===== src/rtl/multi_channel_debouncer.sv =====
// multi_channel_debouncer
// N-channel glitch filter for slow digital inputs. Each channel passes through a
// two-flop synchroniser and then a consecutive-mismatch run counter: the filtered
// level only flips after the effective threshold of back-to-back enabled samples
// disagree with it. Rise/fall strobes and a sticky glitch flag (set when a
// mismatch run is abandoned before reaching the threshold) are produced per channel.
module multi_channel_debouncer #(
  parameter int CHANNELS    = 4,
  parameter int CNT_W       = 8,
  parameter bit RESET_LEVEL = 1'b0
) (
  input  logic                sample_clk,
  input  logic                reset_n,
  input  logic                sample_en,
  input  logic [CHANNELS-1:0] raw_in,
  input  logic [CNT_W-1:0]    threshold,
  input  logic [CHANNELS-1:0] clear_glitch,
  output logic [CHANNELS-1:0] filtered_out,
  output logic [CHANNELS-1:0] rise_pulse,
  output logic [CHANNELS-1:0] fall_pulse,
  output logic [CHANNELS-1:0] glitch_flag
);

  // A threshold of zero behaves like one; widened by a bit so the run
  // comparison below can never wrap.
  function automatic logic [CNT_W:0] eff_thresh(input logic [CNT_W-1:0] t);
    return (t == '0) ? {{CNT_W{1'b0}}, 1'b1} : {1'b0, t};
  endfunction

  logic [CHANNELS-1:0] sync_p0;
  logic [CHANNELS-1:0] sync_p1;
  logic [CNT_W-1:0]    cnt_q   [CHANNELS];
  logic [CNT_W-1:0]    cnt_nxt [CHANNELS];
  logic [CHANNELS-1:0] filt_nxt;
  logic [CHANNELS-1:0] rise_nxt;
  logic [CHANNELS-1:0] fall_nxt;
  logic [CHANNELS-1:0] glitch_nxt;
  logic [CNT_W:0]      t_eff;

  assign t_eff = eff_thresh(threshold);

  // Stage p0 -> p1: two-flop synchroniser, free-running regardless of sample_en.
  always_ff @(posedge sample_clk or negedge reset_n) begin
    if (!reset_n) begin
      sync_p0 <= {CHANNELS{RESET_LEVEL}};
      sync_p1 <= {CHANNELS{RESET_LEVEL}};
    end else begin
      sync_p0 <= raw_in;
      sync_p1 <= sync_p0;
    end
  end

  // Per-channel run counter decision: flip, extend the run, abort it, or hold.
  always_comb begin
    logic [CNT_W:0] cnt_inc;
    cnt_inc    = '0;
    filt_nxt   = filtered_out;
    rise_nxt   = '0;
    fall_nxt   = '0;
    glitch_nxt = glitch_flag;
    for (int ch = 0; ch < CHANNELS; ch++) begin
      cnt_nxt[ch] = cnt_q[ch];
      cnt_inc     = {1'b0, cnt_q[ch]} + {{CNT_W{1'b0}}, 1'b1};
      if (sample_en) begin
        // An abort below overrides this clear (set wins over clear).
        glitch_nxt[ch] = glitch_flag[ch] & ~clear_glitch[ch];
        if (sync_p1[ch] != filtered_out[ch]) begin
          if (cnt_inc >= t_eff) begin
            // ">=" so a threshold lowered under a running count flips at once.
            cnt_nxt[ch]  = '0;
            filt_nxt[ch] = sync_p1[ch];
            rise_nxt[ch] = sync_p1[ch];
            fall_nxt[ch] = ~sync_p1[ch];
          end else begin
            cnt_nxt[ch] = cnt_inc[CNT_W-1:0];
          end
        end else if (cnt_q[ch] != '0) begin
          cnt_nxt[ch]    = '0;
          glitch_nxt[ch] = 1'b1;
        end
      end
    end
  end

  // Stage p1 -> outputs: register filtered levels, strobes, glitch flags and counters.
  always_ff @(posedge sample_clk or negedge reset_n) begin
    if (!reset_n) begin
      filtered_out <= {CHANNELS{RESET_LEVEL}};
      rise_pulse   <= '0;
      fall_pulse   <= '0;
      glitch_flag  <= '0;
      for (int ch = 0; ch < CHANNELS; ch++) begin
        cnt_q[ch] <= '0;
      end
    end else begin
      filtered_out <= filt_nxt;
      rise_pulse   <= rise_nxt;
      fall_pulse   <= fall_nxt;
      glitch_flag  <= glitch_nxt;
      for (int ch = 0; ch < CHANNELS; ch++) begin
        cnt_q[ch] <= cnt_nxt[ch];
      end
    end
  end

endmodule

===== config.mk =====
export PLATFORM = sky130hd
export DESIGN_NAME = multi_channel_debouncer
export DESIGN_NICKNAME = d
export VERILOG_FILES = /design/src/rtl/multi_channel_debouncer.sv
export SDC_FILE = /design/constraint.sdc
export NUM_CORES = 1
export LEC_CHECK = 0
export CAP_MARGIN = 20
export CORE_MARGIN = 4
export CORE_UTILIZATION = 35
export CTS_CLUSTER_SIZE = 8
export DETAILED_ROUTE_END_ITERATION = 8
export GPL_TIMING_DRIVEN = 1
export PLACE_DENSITY_LB_ADDON = 0.12
export SLEW_MARGIN = 10
export SYNTH_ARGS = -nofsm -noshare
export SYNTH_HDL_FRONTEND = slang
export SYNTH_SLANG_ARGS = --single-unit

===== constraint.sdc =====
create_clock -name sample_clk -period 4.3 [get_ports sample_clk]
set_clock_uncertainty 0.1 [all_clocks]
set_input_delay 0.86 -clock sample_clk [delete_from_list [all_inputs] [get_ports sample_clk]]
set_output_delay 0.86 -clock sample_clk [all_outputs]
set_load 0.02 [all_outputs]

==> impl_metrics.csv, run 1 <==
group,metric,value,unit
detailed_routing,wirelength,7.76,mm
power_and_ir_drop,finalPower,1.65,mW
setup_path,critPathLaunchType,"primary input",
min_path,hold_path_end,"sync_p1[0]",
clock_network,cts_num_sinks,56,
logic_synthesis,ys_top_cells_by_area,"dfrtp_1 (40%), ha_1 (12%), nand2_1 (3.8%)",
logic_synthesis,yosys_register_bits,56,
min_path,hold_path_class,"reg2reg",
sta,maxSlewHeadroom,51.1,%
detailed_routing,drc,0,
power_and_ir_drop,power.density,409,nW/um2
detailed_routing,antenna_left,0,
setup_path,reg2reg_from,"cnt_q[24]",
clock_network,cts_tree,"built",
layout,drive_above_1_share,6.14,%
layout,seqCellArea,1400,um2
detailed_routing,drt-initial-drc-count,50,
logic_synthesis,syn_inst,355,
logic_synthesis,synth_area,3480,um2
setup_path,r2r_setup_slack,1400,ps
grt,grtUsageTotal,14.4,%
die,die_y,108,um
logic_synthesis,syn_nets,407,
logic_synthesis,synth_edf_count,0,
clock_network,cts_hold_buf,0,
layout,instances_no_fill,524,
sta,setup_ws,830,ps
layout,utilization,41.5,%
layout,n_fill_cell,1011,
setup_path,crit_required,4400,ps
sta,finalSetupTns,0,ps
power_and_ir_drop,p_leak,1.87,nW
detailed_routing,dr.pass1.iters,4,
detailed_routing,via_count,2639,
logic_synthesis,synth-main-ff-cell,"dfrtp_1",
die,placementRows,36,
layout,antenna_cells,0,
clock_network,cts_made_buffers,5,
sta,fin_crit_sh,80.7,%
clock_network,cts_max_level,2,
clock_network,root_buffer,"clkbuf_8",
place,post-place-ws,507,ps
detailed_routing,vias_per_cell,5.04,
run,cap_violations,0,
setup_path,crit_type,"in2reg",
place,hpwl,5.84,mm
die,fp.coreArea,9730,um2
sta,max_freq,288,MHz
sta,holdWs,257,ps
setup_path,worstReg2RegEnd,"cnt_q[30]",
clock_network,clock_latency,310,ps
sta,tightest_slew,726,ps
clock_network,cts.repair.resized,0,
setup_path,reg2reg_depth,10,
power_and_ir_drop,peakVddDrop,190,uV
logic_synthesis,synth_top_cell_area_share,40.3,%
clock_network,cts.path.max_buffers,2,
grt,grt_overflow,0,
logic_synthesis,async_flop_share,100,%
setup_path,crit_arrival,3570,ps
die,ios,35,
layout,areaGrowthSynthToFinish,16.2,%
logic_synthesis,synth_cell_types,50,
grt,grt_pass1_wl,13.3,mm
layout,postLayoutCellArea,4040,um2
sta,hold_violations,0,
die,die_area,11600,um2
die,fp.dieW,108,um
logic_synthesis,synth_top_area_cell,"dfrtp_1",
logic_synthesis,avgSynthCellArea,9.80,um2
layout,multi_input_area,1940,um2
logic_synthesis,ys_warn_count,0,
min_path,holdPathStages,0,
detailed_routing,wl_per_cell,14.8,um
logic_synthesis,ys_seq_area_share,40.3,%
place,place.gp.congestion,0.794,
clock_network,postCtsSetupBuffers,0,
sta,rsz0062_at_grt,"false",
logic_synthesis,synth_most_common_cell,"dfrtp_1",
min_path,hp-start,"sync_p0[0]",
place,place_area,3950,um2
place,numPortBuffers,34,
sta,slew_violations,0,
die,initial_core_util,35.8,%
setup_path,crit_path_end_kind,"flip-flop",
clock_network,path_clk_slew,100,ps
sta,setup_viol,0,
grt,grt_max_degree,33,
sta,min_period,3470,ps
layout,fin_nets,442,
grt,grt_pass1_vias,2653,
place,placedCellCount,516,
grt,antenna_found_initial,0,
outcome,status,"finished, final reports clean",
logic_synthesis,yosys-top-cells-count,"dfrtp_1 (56), nand2_1 (35), ha_1 (33)",
setup_path,crit_path_max_fanout,8,
==> logic make-up after synthesis <==
family | synth area share, %
compound gates | 17.3
xor+xnor | 8.49
fa+ha+maj | 13.1
flops | 40.3
buf+inv | 3.96
mux | 1.40
simple gates | 15.5
==> worst max path at each step <==
stage,slack [ps],start,to
finish,830,threshold[2],filtered_out[0]
CTS,850,threshold[2],filtered_out[0]
detailed placement,510,threshold[2],filtered_out[0]
global route,680,threshold[2],filtered_out[0]
global placement,540,threshold[2],filtered_out[0]
floorplan,1100,threshold[2],filtered_out[0]
==> metal layers <==
| layer | share of wire (%) | up-vias | GRT usage, % | wire length, um |
|---|---|---|---|---|
| met1 | 50 | 1264 | 20.8 | 3880 |
| met5 | 0 | - | 0 | 0 |
| li1 | - | 1346 | - | - |
| met3 | 2.5 | 6 | 2.46 | 191 |
| met4 | 0.94 | 0 | 2.98 | 73 |
| met2 | 47 | 23 | 22.7 | 3610 |
==> placed cells by master, fill, tap and decap left out, types with 2 or more instances in the layout <==
cell type / count
dfrtp_1: 56
nand2_1: 35
ha_1: 33
clkdlybuf4s50_1: 33
nor2_1: 23
inv_1: 22
nand3_1: 19
o21ai_0: 16
xnor2_1: 15
a21oi_1: 13
a22o_1: 12
xor2_1: 11
and3_1: 7
nor3_1: 7
a31oi_1: 5
nand2b_1: 5
a211oi_1: 5
o31ai_1: 5
o21ai_1: 5
a32o_1: 5
clkbuf_8: 5
xnor3_1: 3
a21o_1: 3
and2_1: 3
nor2b_1: 3
o211ai_1: 3
nor4_1: 3
o41ai_1: 3
buf_4: 3
or2_2: 2
maj3_1: 2
maj3_2: 2
a31o_2: 2
nor3b_1: 2
nand3b_1: 2
mux2_2: 2
clkinvlp_4: 2
==> worst max-delay path, cell delays in order <==
cell	delay, ps
clkdlybuf4s50_1	640
nor3_1	90
a41o_1	300
ha_1	280
nand2b_1	90
a21oi_1	60
maj3_1	320
o211ai_1	290
nand2_1	150
nor2_1	150
mux2_2	340
==> where the power goes <==
| part | internal (mW) | leakage [nW] | switching [mW] | total, mW |
|---|---|---|---|---|
| Combinational | 0.286 | 1.09 | 0.339 | 0.625 |
| Sequential | 0.615 | 0.744 | 0.115 | 0.730 |
| Clock | 0.116 | 0.0404 | 0.183 | 0.299 |
| Total | 1.02 | 1.87 | 0.637 | 1.65 |
==> registers in the layout, summed over array words and instances (netlist names) <==
name          flops
cnt_q            32
fall_pulse        4
filtered_out      4
glitch_flag       4
rise_pulse        4
sync_p0           4
sync_p1           4
==> layout make-up <==
| class | instances | share of cell area [%] |
|---|---|---|
| well taps | 133 | 4.12 |
| clock buffers | 5 | 1.70 |
| repair buffers | 37 | 8.86 |
| clock inverters | 3 | 0.588 |
| inverters | 22 | 2.04 |
| flip-flops and latches | 56 | 34.7 |
| multi-input cells | 268 | 48.0 |
Power figures use the tool's default switching activity.
==> inputs of run 2 (changes only) <==
Clock period 4.3 ns to 3.1 ns, I/O delays scaled along.
==> run 2 against run 1 <==
Net effect: power up 47%; sequential cell count unchanged; largest power group unchanged; via count up 2.4%; sequential share of layout area down 1.5 points; clock power up 62%; cell count up 3.1%.
==> impl_metrics.csv, run 2 (same netlist as run 1, synthesis figures left out) <==
group,metric,value,unit
clock_network,clock_latency,310,ps
sta,holdWs,225,ps
setup_path,crit_path_end_kind,"flip-flop",
grt,grt_pass1_vias,2754,
clock_network,cts_made_buffers,5,
die,die_y,108,um
sta,tightest_slew,746,ps
detailed_routing,wl_per_cell,14.8,um
die,ios,35,
sta,slew_violations,0,
die,die_area,11600,um2
setup_path,crit_arrival,3050,ps
setup_path,crit_slowest_cell,"clkdlybuf4s50_1",
layout,fin_nets,458,
sta,setup_viol,0,
setup_path,critPathLaunchType,"primary input",
place,place.gp.congestion,0.806,
layout,utilization,43.4,%
sta,hold_violations,0,
place,numPortBuffers,34,
sta,min_period,2950,ps
detailed_routing,drt-initial-drc-count,86,
detailed_routing,drc,0,
grt,grt_max_degree,31,
setup_path,crit_type,"in2reg",
setup_path,critPathMaxStageDelay,520,ps
clock_network,root_buffer,"clkbuf_8",
layout,largest-register,"cnt_q",
die,initial_core_util,35.8,%
layout,antenna_cells,0,
layout,drive_above_1_share,10.3,%
detailed_routing,wirelength,8.00,mm
clock_network,cts.path.max_buffers,2,
layout,mostFrequentLayoutCell,"dfrtp_1",
layout,largest_register_ffs,32,
run,cap_violations,0,
setup_path,crit_path_max_fanout,4,
die,placementRows,36,
outcome,status,"finished, final reports clean",
power_and_ir_drop,p_leak,2.00,nW
grt,antenna_found_initial,0,
place,hpwl,6.11,mm
die,fp.coreArea,9730,um2
setup_path,critical-path-top-delay-family,"adder cells",
detailed_routing,vias_per_cell,5.00,
power_and_ir_drop,peakVddDrop,315,uV
grt,grt_pass1_wl,13.6,mm
clock_network,cts_num_sinks,56,
clock_network,cts_max_level,2,
layout,n_fill_cell,969,
sta,max_freq,339,MHz
sta,fin_crit_sh,95.2,%
layout,areaGrowthSynthToFinish,21.4,%
setup_path,cp_cell_sequence,"clkdlybuf4s50_1 -> nor3_1 -> a41o_1 -> ha_1 -> nand2b_1 -> a21oi_1 -> maj3_1 -> o211ai_1 -> nand2_1 -> nor2_2 -> mux2_2",
clock_network,cts_tree,"built",
grt,grt_overflow,0,
layout,final_cell_mix,"dfrtp_1 (56), nand2_1 (35), ha_1 (33), clkdlybuf4s50_1 (30), inv_1 (22)",
power_and_ir_drop,finalPower,2.43,mW
detailed_routing,dr.pass1.iters,4,
power_and_ir_drop,power.density,575,nW/um2
clock_network,cts_hold_buf,0,
detailed_routing,antenna_left,0,
clock_network,path_clk_slew,110,ps
grt,grtUsageTotal,14.9,%
sta,maxSlewHeadroom,49.8,%
setup_path,critical_path_buf_inv_count,1,
setup_path,crit_required,3200,ps
min_path,hold_path_class,"in2async",
detailed_routing,via_count,2702,
die,fp.dieW,108,um
## run 2: changes by cell type in the layout (fill, tap and decap cells not counted), moves of 2 or more
| cell | change |
|---|---|
| clkdlybuf4s50_1 | -3 |
| buf_12 | +2 |
| buf_4 | +14 |
| nor2_1 | -2 |
| clkinvlp_4 | -2 |
| nor2_2 | +2 |
| dlymetal6s2s_1 | +3 |
## run 2: metal layers
layer,GRT usage [%],share of wire [%]
met1,21.6,51
met2,23.3,45
met3,2.52,3.5
met4,3.43,1.0
met5,0,0
## run 2: layout make-up
type	instances	area [um2]	share of cell area, %
Clock inverter	2	35.0	0.829
Sequential cell	56	1400	33.2
Clock buffer	6	72.6	1.72
Timing Repair Buffer	53	510	12.1
Multi-Input combinational cell	268	1960	46.3
Tap cell	133	166	3.94
Inverter	22	82.6	1.95
## run 2: timing repair
action                                  4_1_cts  5_1_grt
endpoints found under the setup margin        0       10
resized for setup                             0        8
setup buffers                                 0        1
## run 2: through the flow
| stage | area, um2 | worst slack [ps] | instances | TNS [ps] |
|---|---|---|---|---|
| floorplan | 3480 | 138 | 355 | 0 |
| global placement | 4090 | -213 | 531 | -3660 |
| detailed placement | 4090 | -246 | 531 | -4290 |
| CTS | 4190 | 86.7 | 539 | 0 |
| global route | 4220 | -0.388 | 540 | -0.388 |
| finish | 4220 | 150 | 540 | 0 |
## run 2: final timing paths
check	startpoint	to	slack, ps	cells after the start
worst max-delay path	threshold[1]	filtered_out[0]	150	11
worst min-delay path	reset_n	cnt_q[19]	220	1
worst max register to register	cnt_q[25]	filtered_out[0]	320	10
worst min register to register	sync_p0[0]	sync_p1[0]	260	0
max in group asynchronous	reset_n	cnt_q[10]	2100	2
min in group sample_clk	sync_p0[0]	sync_p1[0]	260	0
## run 2: where the power goes
group | total [mW] | leakage, nW | internal (mW) | switching (mW)
Clock | 0.484 | 0.0552 | 0.241 | 0.243
Combinational | 0.946 | 1.20 | 0.437 | 0.509
Sequential | 1.00 | 0.744 | 0.853 | 0.148
==> inputs of run 3 (changes only) <==
Settings changed: CAP_MARGIN 20 to not set.
==> results of run 3 <==
Same layout as run 2: the final DEF is identical, and so are final timing and power.
==> RTL edit 1, RTL diff (flow settings as in run 2) <==
The parameter `CNT_W` goes from 8 to 10.
--- a/src/rtl/multi_channel_debouncer.sv
+++ b/src/rtl/multi_channel_debouncer.sv
@@ -8,3 +8,3 @@
   parameter int CHANNELS    = 4,
-  parameter int CNT_W       = 8,
+  parameter int CNT_W       = 10,
   parameter bit RESET_LEVEL = 1'b0
Ports: changed (resized threshold); port bits go from 35 to 37. The function was not compared with the original's and may differ.
==> RTL edit 1 against run 2 <==
- routed wire length rose by 48%
- power rose by 29%
- synthesized area rose by 23%
- fmax fell by 2.6%
- register-to-register slack got worse by 250 ps
- final area rose by 42%
- critical path depth rose by 1
- clock power rose by 110%
- setup slack got worse by 79 ps
- synthesized cell count rose by 29%
- sequential cell count rose by 8
- critical endpoint is now cnt_q[25]$_DFFE_PN0P_
- highest routed layer unchanged
==> RTL edit 1: results (changes against run 2) <==
Critical path
  • Reg2Reg Setup Slack: 70 ps (-250 ps)
  • R2R cell count: 12 (+2)
  • Critical-path top delay cell: or3_1
  • Worst r2r dst: cnt_q[25]$_DFFE_PN0P_
  • CP max FO: 6 (+2)
  • Delay-heaviest family, CP: simple AND/OR/NAND/NOR gates

Routing
  • Wl on met1: 5470 um (+35%)
  • Met2 Wirelength: 5910 um (+65%)
  • Routed wl met3: 325 um (+17%)
  • Initial DRC count: 180 (+110%)
  • Final wirelength: 11800 um (+48%)

Clock network
  • H-tree depth: 3 (+1)
  • Total clock sinks: 64 (+14%)

Global route
  • GRT Overall Usage: 17.5% (+2.6 points)
  • Largest net degree at the start of global routing: 36 (+16%)

Logic synthesis
  • Mapped Avg Cell Area: 9.34 sq um (-4.6%)
  • Area contributors post-synth: dfrtp_1, ha_1, nand2_1, a21o_1, xor2_1
  • Most common library cells after synthesis: dfrtp_1, ha_1, nand2_1, inv_1, nor2_1
  • Syn nets: 523 (+29%)
  • Seq/Total Area, Yosys: 37.4% (-2.9 points)

Finish
  • Layout clock area frac: 4.95% (+2.4 points)
  • Non-Filler Instances: 735 (+36%)
  • Largest register FFs: 40 (+25%)
  • Post-layout nets: 648 (+41%)
  • #MultiIn Comb: 350 (+31%)

Outcome
  • Status: finished, final reports clean

Power and ir drop
  • Comb pwr: 1.08 mW (+14%)
  • Leakage power: 3.05 nW (+53%)
  • Clock power frac: 32.8% (+13 points)

Place
  • DP Area: 0.00534 sq mm (+31%)
  • DPL Wire Length: 8860 um (+45%)
## RTL edit 1: worst max path at each step
stage / start / end / cells past startpoint
6_report: cnt_q[21]$_DFFE_PN0P_ / cnt_q[25]$_DFFE_PN0P_ / 12
5_1_grt: cnt_q[21]$_DFFE_PN0P_ / cnt_q[25]$_DFFE_PN0P_ / 12
4_1_cts: threshold[9] / cnt_q[25]$_DFFE_PN0P_ / 11
3_5_place_dp: threshold[8] / cnt_q[25]$_DFFE_PN0P_ / 11
3_3_place_gp: threshold[8] / cnt_q[25]$_DFFE_PN0P_ / 11
2_1_floorplan: cnt_q[20]$_DFFE_PN0P_ / cnt_q[25]$_DFFE_PN0P_ / 13
## RTL edit 1: cell families after synthesis
kind of cell | after synthesis | share of synthesized area, %
buf+inv | 44 | 4.21
xor+xnor | 27 | 5.53
fa+ha+maj | 44 | 12.9
simple gates | 159 | 19.1
flops | 64 | 37.4
mux | 5 | 1.29
compound gates | 115 | 19.6
==> RTL edit 2, RTL diff (config.mk and constraints of run 2) <==
Made on the original files. Reset style: synchronous (`reset_n`), changed in 2 clocked blocks.
--- a/src/rtl/multi_channel_debouncer.sv
+++ b/src/rtl/multi_channel_debouncer.sv
@@ -42,3 +42,3 @@
   // Stage p0 -> p1: two-flop synchroniser, free-running regardless of sample_en.
-  always_ff @(posedge sample_clk or negedge reset_n) begin
+  always_ff @(posedge sample_clk) begin
     if (!reset_n) begin
@@ -85,3 +85,3 @@
   // Stage p1 -> outputs: register filtered levels, strobes, glitch flags and counters.
-  always_ff @(posedge sample_clk or negedge reset_n) begin
+  always_ff @(posedge sample_clk) begin
     if (!reset_n) begin
Function: differs if reset_n is asserted again (counterexample within 4 cycles, from zero or initial values and one cycle with reset_n low); with reset_n held inactive, the same outputs for 4 cycles.
==> RTL edit 2 against run 2 <==
- via count up 13%
- synthesized area up 4.3%
- synthesized cell count up 17%
- sequential cell count unchanged
- setup slack worse by 33 ps
- final area up 2.4%
- hold slack better by 120 ps
- routed wire length up 8.6%
Power is not compared: it rests on default switching activity, and its combinational part moved more than twofold at a synthesized area within 25%.
==> RTL edit 2: results (changes against run 2) <==
Outcome
  • Status: finished, final reports clean

Logic synthesis
  • Most common library cells after synthesis: dfxtp_1, nand2_1, ha_1, nor2b_1, inv_1
  • Syn nets: 467 (+15%)
  • Netlist cell types: 66 (+32%)
  • Seq/Total Area, Yosys: 30.9% (-9.4 points)
  • Area contributors post-synth: dfxtp_1, ha_1, nor2b_1, nand2_1, xnor2_1
  • Yosys warning count: 0 (unchanged)
  • Synth async-reset ratio: 0% (-100 points)

Global route
  • Initial antenna violation count: 0 (unchanged)
  • GRT overflow: 0 (unchanged)
  • GRT Overall Usage: 15.1% (+0.22 points)
  • Largest net degree at the start of global routing: 25 (-19%)
  • First-pass GRT wire length: 14400 um (+5.2%)
  • Vias in the first global route: 2971 (+7.9%)

Clock network
  • Max clock buf depth: 2 (unchanged)
  • H-tree depth: 2 (unchanged)
  • CTS root buffer: clkbuf_8
  • Clock transition at path regs: about 100 ps
  • Clock buffer count from CTS: 5 (unchanged)
  • Skew-Pair Late Insertion Delay: 310 ps (about the same)

Critical path
  • Critical path startpoint: threshold[1]
  • Reg-to-Reg Start: cnt_q[0][0]$_SDFFE_PN0P_
  • CP Data Arrival Time: 3140 ps (+90 ps)
  • CP max FO: 6 (+2)

Place
  • Routability cong.: 0.853 (+5.8%)
  • Setup WS pre-CTS: -301 ps (-54.7 ps)
  • IO buf count: 34 (unchanged)
  • DPL Wire Length: 6670 um (+9.0%)
  • DP Area: 0.00419 sq mm (+2.5%)

Worst hold path
  • Worst hold path type: register to register
  • Hold Crit Start: sync_p0[3]$_SDFF_PN0_

Finish
  • Post-layout nets: 512 (+12%)
  • # diodes: 0 (unchanged)
  • Filler cells: 976 (+0.72%)
  • Largest register FFs: 32 (unchanged)
  • Share of layout cells above drive strength 1: 10.6% (+0.31 points)
  • Register with the most flip-flops: cnt_q

Power and ir drop
  • Switch share: 25.5%
  • Max rail drop VDD: roughly 0.00016 V
  • Leakage power: 1.77 nW

Routing
  • Initial DRC count: 117 (+36%)
  • Vias: 3047 (+13%)
  • First-pass detailed-route iteration total: 4 (unchanged)
  • DR WL/cell: 14.6 um (-1.3%)

Die
  • DIE WIDTH: 110 um (+2.0%)

STA
  • Slew margin rel.: 63.7% (+14 points)
==> RTL edit 2: cells by family after synthesis <==
| logic type | Yosys count | share of synthesized area (%) |
|---|---|---|
| flops | 56 | 30.9 |
| xor+xnor | 25 | 7.17 |
| simple gates | 170 | 25.7 |
| compound gates | 86 | 18.2 |
| mux | 6 | 1.69 |
| fa+ha+maj | 34 | 11.7 |
| buf+inv | 38 | 4.65 |
==> RTL edit 2: worst max-delay path, cell delays in order <==
cell             delay, ps
clkdlybuf4s50_1        460
nor3_2                 190
a41o_1                 240
ha_1                   240
nand2b_1               140
a21oi_1                140
a211oi_1                60
o211ai_1               300
a21boi_4               110
buf_4                  180
o41ai_2                280
a22o_1                 170
==> RTL edit 2: final cells by class <==
type / count / area [sq um] / share of cell area [%]
Timing Repair Buffer: 53 / 483 / 11.2
Tap cell: 133 / 166 / 3.85
Clock inverter: 2 / 10.0 / 0.231
Clock buffer: 6 / 82.6 / 1.91
Multi-Input combinational cell: 321 / 2380 / 54.9
Inverter: 23 / 86.3 / 2.00
Sequential cell: 56 / 1120 / 25.9
==> RTL edit 2: power by group through the flow <==
stage          combinational (mW)  clock, mW  sequential (mW)
6_report                    0.160      0.426            0.735
5_1_grt                     0.179      0.471            0.736
4_1_cts                     0.160      0.446            0.735
3_5_place_dp                0.159          0            0.752
3_3_place_gp                0.158          0            0.751
2_1_floorplan              0.0893          0            0.752
==> RTL edit 2: final timing paths <==
kind	to	slack, ps	cells after the start
max	cnt_q[1][4]$_SDFFE_PN0P_	120	12
min	sync_p1[3]$_SDFF_PN0_	340	1
max reg2reg	cnt_q[0][0]$_SDFFE_PN0P_	270	10
min reg2reg	sync_p1[3]$_SDFF_PN0_	340	1
==> RTL edit 2: routing by layer <==
metal	global-route usage, %	share of wire (%)
met5	0	0
met4	4.36	1.7
met3	2.64	2.7
met2	24.8	47
met1	20.3	49
==> RTL edit 2: metrics by stage <==
stage | instances | setup TNS [ps] | util, %
after detailed placement | 585 | -4990 | 42.1
after global placement | 585 | -4510 | 42.1
after CTS | 593 | 0 | 43.0
final | 594 | 0 | 43.5
after global routing | 594 | -34.4 | 43.5
after floorplan | 415 | 0 | -
==> RTL edit 2: timing repair <==
item	4_1_cts	5_1_grt
gates resized for setup	0	8
setup buffers	0	1
setup endpoints to repair	0	21
